[config.mk]
export PLATFORM = sky130hd
export DESIGN_NAME = p1_position_integrator
export DESIGN_NICKNAME = d
export VERILOG_FILES = /design/src/rtl/game_pkg.sv /design/src/rtl/p1_walk_fsm.sv /design/src/rtl/p1_position_integrator.sv
export SDC_FILE = /design/constraint.sdc
export NUM_CORES = 1
export LEC_CHECK = 0
export ABC_AREA = 0
export CAP_MARGIN = 20
export CORE_MARGIN = 3
export CORE_UTILIZATION = 44
export DETAILED_ROUTE_END_ITERATION = 16
export PLACE_DENSITY = 0.67
export SYNTH_ARGS = -nofsm -noshare
export SYNTH_HDL_FRONTEND = slang
export SYNTH_SLANG_ARGS = --single-unit
export TNS_END_PERCENT = 50
[constraint.sdc]
create_clock -name clk -period 9.4 [get_ports clk]
set_input_delay 1.88 -clock clk [delete_from_list [all_inputs] [get_ports clk]]
set_output_delay 1.88 -clock clk [all_outputs]
set_load 0.005 [all_outputs]
[src/rtl/game_pkg.sv]
// game_pkg: stage geometry, walk tuning and walk-state encoding shared by player logic
package game_pkg;
  localparam int SCREEN_W = 640;
  localparam int SPRITE_W = 60;
  localparam int X_MIN = 10;
  localparam int X_MAX = SCREEN_W - SPRITE_W;
  localparam int START_X = 120;
  localparam int WALK_SPEED = 3;
  localparam int RAMP_FRAMES = 2;
  localparam int MIN_SEP = 48;
  typedef enum logic [1:0] {IDLE, WALK_L, WALK_R, HOLD} walk_state_t;
  function automatic logic signed [31:0] smax(input logic signed [31:0] a, input logic signed [31:0] b);
    return a > b ? a : b;
  endfunction
  function automatic logic signed [31:0] smin(input logic signed [31:0] a, input logic signed [31:0] b);
    return a < b ? a : b;
  endfunction
endpackage

[src/rtl/p1_walk_fsm.sv]
// p1_walk_fsm: walk state and speed ramp, velocity taken from the state being entered this frame
module p1_walk_fsm
  import game_pkg::*;
#(
  parameter int WALK_SPEED = game_pkg::WALK_SPEED,
  parameter int RAMP_FRAMES = game_pkg::RAMP_FRAMES
) (
  input  logic               clk,
  input  logic               Reset,
  input  logic               i_frame_tick,
  input  logic               i_walk_left,
  input  logic               i_walk_right,
  input  logic               i_crouch,
  input  logic               i_knock_active,
  output walk_state_t        o_state,
  output logic signed [31:0] o_velocity
);
  localparam int RW = $clog2(RAMP_FRAMES + 2);
  walk_state_t r_state, w_next;
  logic [RW-1:0] r_ramp, w_ramp_next;
  logic signed [31:0] w_speed;
  logic w_walking;
  // next state: crouch/knockback freeze walking, direction reversal passes through IDLE
  always_comb begin
    w_next = (i_crouch || i_knock_active) ? HOLD
           : (i_walk_left && i_walk_right) ? IDLE
           : (i_walk_left && (r_state == IDLE || r_state == WALK_L)) ? WALK_L
           : (i_walk_right && (r_state == IDLE || r_state == WALK_R)) ? WALK_R
           : IDLE;
    w_walking = (w_next == WALK_L) || (w_next == WALK_R);
    w_ramp_next = (!w_walking || w_next != r_state) ? '0
                : (r_ramp == RW'(RAMP_FRAMES)) ? r_ramp : r_ramp + 1'b1;
    w_speed = (w_ramp_next < RW'(RAMP_FRAMES)) ? 32'sd1 : 32'(WALK_SPEED);
    o_velocity = (w_next == WALK_R) ? w_speed : (w_next == WALK_L) ? -w_speed : '0;
  end
  // state and ramp advance only on the frame strobe
  always_ff @(posedge clk or negedge Reset) begin
    if (!Reset) begin
      r_state <= IDLE;
      r_ramp <= '0;
    end else if (i_frame_tick) begin
      r_state <= w_next;
      r_ramp <= w_ramp_next;
    end
  end
  assign o_state = r_state;
endmodule

[src/rtl/p1_position_integrator.sv]
// p1_position_integrator: per-frame player-1 X integration with pushbox and wall clamping
module p1_position_integrator
  import game_pkg::*;
#(
  parameter int X_MIN = game_pkg::X_MIN,
  parameter int X_MAX = game_pkg::X_MAX,
  parameter int START_X = game_pkg::START_X,
  parameter int WALK_SPEED = game_pkg::WALK_SPEED,
  parameter int RAMP_FRAMES = game_pkg::RAMP_FRAMES,
  parameter int MIN_SEP = game_pkg::MIN_SEP
) (
  input  logic               clk,
  input  logic               Reset,
  input  logic               frame_tick,
  input  logic               walk_left,
  input  logic               walk_right,
  input  logic               crouch,
  input  logic signed [31:0] knock_motion,
  input  logic               knock_active,
  input  logic signed [31:0] Opp_X,
  output logic signed [31:0] Xpos,
  output logic               RyuLeft,
  output logic               at_left_wall,
  output logic               at_right_wall,
  output walk_state_t        walk_state
);
  logic signed [31:0] r_xpos, w_velocity, w_cand, w_lim_l, w_lim_r, w_push, w_next_x;
  logic r_ryu_left, r_at_l, r_at_r, w_next_rl;
  p1_walk_fsm #(.WALK_SPEED(WALK_SPEED), .RAMP_FRAMES(RAMP_FRAMES)) u_walk (
    .clk(clk),
    .Reset(Reset),
    .i_frame_tick(frame_tick),
    .i_walk_left(walk_left),
    .i_walk_right(walk_right),
    .i_crouch(crouch),
    .i_knock_active(knock_active),
    .o_state(walk_state),
    .o_velocity(w_velocity)
  );
  // candidate move, pushbox only blocks motion toward the opponent, then walls override
  always_comb begin
    w_cand = r_xpos + (knock_active ? knock_motion : w_velocity);
    w_lim_l = Opp_X - 32'(MIN_SEP);
    w_lim_r = Opp_X + 32'(MIN_SEP);
    w_push = r_ryu_left ? ((w_cand > w_lim_l) ? smax(r_xpos, w_lim_l) : w_cand)
                        : ((w_cand < w_lim_r) ? smin(r_xpos, w_lim_r) : w_cand);
    w_next_x = smin(smax(w_push, 32'(X_MIN)), 32'(X_MAX));
    w_next_rl = (w_next_x < Opp_X) ? 1'b1 : (w_next_x > Opp_X) ? 1'b0 : r_ryu_left;
  end
  // position, facing and wall flags commit together on the frame strobe
  always_ff @(posedge clk or negedge Reset) begin
    if (!Reset) begin
      r_xpos <= 32'(START_X);
      r_ryu_left <= 1'b1;
      r_at_l <= 1'b0;
      r_at_r <= 1'b0;
    end else if (frame_tick) begin
      r_xpos <= w_next_x;
      r_ryu_left <= w_next_rl;
      r_at_l <= w_next_x == 32'(X_MIN);
      r_at_r <= w_next_x == 32'(X_MAX);
    end
  end
  assign Xpos = r_xpos;
  assign RyuLeft = r_ryu_left;
  assign at_left_wall = r_at_l;
  assign at_right_wall = r_at_r;
endmodule

==> flow_summary.toml <==
[place]
dpl_cell_area_mm2 = 0.01429
pre_cts_slack_ns = -2.082
gp_congestion = 1.022
dp_hpwl_um = 36600
port-buffer-count = 107

[synth]
syn-instance-count = 1381
syn_area_mm2 = 0.009960
syn_avg_cell_area_um2 = 7.212
ys_ff_latch = 39
ys_types = 86
synth_area_leaders = "ha_1 24%, dfrtp_1 8.5%, nand2_1 6.4%, a21oi_1 6.3%, xnor2_1 5.4%"
synthArstFlopShare = 1.000
ys_seq_area_frac = 0.09862
synthFlopType = "dfrtp_1"
yosysWarningCount = 0
synth_nets = 1641
synth_edf_count = 0
yosysTopAreaCellShare = 0.2362
synth_area_leader_cell = "ha_1"

[setup_path]
crit_path_end_kind = "flop"
r2r_setup_slack_ns = 0.12
worst_ep_required_time_ns = 9.64
crit_path_end = "RyuLeft$_DFFE_PN1P_"
cpPeakStageDelay_ns = 0.57
r2r_end = "RyuLeft$_DFFE_PN1P_"
critPathKind = "in2reg"
rr_worst_depth = 50
critPathArrivalTime_ns = 10.78
path_max_fanout = 8
crit_start = "walk_left"
r2r-start = "u_walk.o_state[0]$_DFFE_PN0P_"
cp-start-kind = "input pin"
cpMaxStageDelayCell = "or4bb_4"

[finish]
final_nets = 2129
final_area_mm2 = 0.01512
antenna_cells = 0
syn_to_final_growth_pct = 51.78
fill_cells = 1869
drive_gt1_frac = 0.2995

[floorplanning]
initial_core_util = 0.4522
rows = 54
die_h_um = 156.5
io_pins = 108
core-area_mm2 = 0.02203
dieArea_mm2 = 0.02448
die_w_um = 156.5

[detailed_routing]
routed_wl_um = 44650
vias = 12740
firstDrtPassIters = 9
drc = 0
drt_iter0_drc = 1239
viasPerCell = 5.924
ant_nets = 0
post_drt_wl_per_cell_um = 20.77

[cts]
clk_latency_ns = 0.30
cts_tree = "built"
clock_sinks = 39
clockBufferDepth = 2
cts_made_buffers = 5
ctsHtreeMaxLevel = 2
clockRootBuffer = "clkbuf_16"
clk_pin_slew_ns = 0.07

[global_routing]
grt.overflow.total = 0
grt_start_max_net_pins = 56
grt_pass1_vias = 11950
grt_usage = 0.3468
grt_pass1_wl_um = 66500
grt_antenna_before_repair = 0

[sta]
fin_ws_ns = -1.137
whs_ns = 0.5770
rsz0062_at_grt = "true"
hold_violations = 0
max_freq_mhz = 94.91
finalSetupViolCount = 1
finalCriticalPeriod_ns = 10.54
tightest_slew_ns = 0.7056
relSlewSlack = 0.5262
fin_crit_sh = 1.121
skew_ns = 0.01245
drv_slew = 0

[worst_hold_path]
hp-class = "reg2reg"

[power]
p_leak_uw = 0.007445
powerDensity_mw_per_mm2 = 313.5
vdd_ir_drop_max_v = 0.0001692

[status]
violations = "setup timing"
status = "finished with violations"

[run]
cap_violations = 0
registers in the layout (all words and copies together), names as in the netlist:
name / count
Xpos: 32
u_walk.o_state: 2
u_walk.r_ramp: 2
RyuLeft: 1
at_left_wall: 1
at_right_wall: 1
kinds of logic (layout without fill, tap and decap cells):
| family | count (synthesis) | in the layout | synth area share |
|---|---|---|---|
| AND/OR/NAND/NOR | 489 | 490 | 0.2476 |
| AO/OA/AOI/OAI | 412 | 412 | 0.2678 |
| adder cells (fa/ha/maj) | 189 | 189 | 0.2382 |
| buffers and inverters | 158 | 646 | 0.06206 |
| XOR/XNOR | 75 | 75 | 0.06595 |
| flip-flops | 39 | 39 | 0.09862 |
| multiplexers | 18 | 18 | 0.01935 |
| other | 1 | 1 | 0.0003765 |
metrics by stage:
stage	utilization	setup TNS, ns	std cells	power (µW)
2_1_floorplan	-	-0.6918	1381	2300
3_3_place_gp	0.6486	-19.39	2108	4116
3_5_place_dp	0.6486	-22.68	2108	4154
4_1_cts	0.6734	-1.010	2137	4489
5_1_grt	0.6863	-2.335	2150	5038
6_report	0.6863	-1.137	2150	4739
placed cells by master (no fill, tap or decap), types with 6 or more instances in the layout:
cell type / count
a21o_1: 19
nand3_1: 44
and2_1: 10
o22ai_1: 27
o211ai_1: 12
nor2_1: 66
and4_1: 8
or3_1: 13
nor2b_1: 8
xor2_1: 11
and3_1: 27
nor4_1: 9
o21a_1: 14
a211oi_2: 6
a21oi_2: 10
nor3_1: 19
dfrtp_1: 34
a21oi_1: 114
clkdlybuf4s50_1: 101
o21ai_1: 14
nand4_1: 42
a221o_1: 12
ha_1: 181
buf_6: 6
xnor2_1: 59
o221ai_1: 8
nand2b_1: 14
a31oi_1: 8
mux2_2: 10
nor3b_1: 6
o211a_1: 8
inv_1: 97
o21ai_0: 77
nand2_1: 170
mux2i_1: 8
buf_4: 423
a211oi_1: 10
Yosys cell counts (9+ instances only):
cell and instances:
a211oi_1 16, a21o_1 19, a21oi_1 125, a221o_1 12, a31oi_1 11, and2_1 10, and3_1 28, buf_2 11
clkbuf_1 42, dfrtp_1 34, ha_1 188, inv_1 99, mux2_2 10, nand2_1 171, nand2b_1 17, nand3_1 45
nand4_1 42, nor2_1 72, nor2b_1 13, nor3_1 23, nor4_1 12, o211ai_1 12, o21a_1 14, o21ai_0 88
o221ai_1 9, o22ai_1 27, or3_1 14, xnor2_1 61, xor2_1 14
cell type report:
type | count | area [µm²] | share of cell area
Timing Repair Buffer | 538 | 4354 | 0.2880
Clock inverter | 2 | 12.51 | 0.0008277
Sequential cell | 39 | 982.2 | 0.06497
Multi-Input combinational cell | 1185 | 8914 | 0.5896
Tap cell | 280 | 350.3 | 0.02317
Inverter | 100 | 375.4 | 0.02483
Clock buffer | 6 | 128.9 | 0.008525
critical path: cells and delay by family:
family / cells / cell delay [ns]
compound gates: 21 / 3.89
xor+xnor: 1 / 0.18
mux: 1 / 0.21
fa+ha+maj: 4 / 0.82
simple gates: 17 / 2.69
buf+inv: 7 / 1.09
how the worst min path moves through the flow:
stage	startpoint	end	cells after the start
detailed placement	at_right_wall$_DFFE_PN0P_	at_right_wall$_DFFE_PN0P_	2
finish	at_right_wall$_DFFE_PN0P_	at_right_wall$_DFFE_PN0P_	2
global route	at_right_wall$_DFFE_PN0P_	at_right_wall$_DFFE_PN0P_	2
floorplan	at_left_wall$_DFFE_PN0P_	at_left_wall$_DFFE_PN0P_	2
CTS	at_right_wall$_DFFE_PN0P_	at_right_wall$_DFFE_PN0P_	2
global placement	at_right_wall$_DFFE_PN0P_	at_right_wall$_DFFE_PN0P_	2
metal layers:
| layer | wire length [µm] | vias up | share of wire | global-route usage |
|---|---|---|---|---|
| met1 | 20190 | 5980 | 0.45 | 0.5059 |
| met2 | 19480 | 587 | 0.44 | 0.5469 |
| li1 | - | 6107 | - | - |
| met3 | 4150 | 62 | 0.093 | 0.05033 |
| met5 | 0 | - | 0 | 0 |
| met4 | 831 | 0 | 0.019 | 0.06711 |
report_power, final:
part           leakage (µW)  switching, µW  internal (µW)
sequential         0.000497            116            223
clock             0.0000669           80.2           98.4
combinational       0.00688           2140           2080
total               0.00745           2340           2400
what timing repair did:
action	CTS	global route
buffers inserted	22	11
gates resized for setup	62	36
hold buffers	0	0
pin swaps	56	44
gates cloned	0	1
endpoints found under the setup margin	33	25
Power figures use the tool's default switching activity.
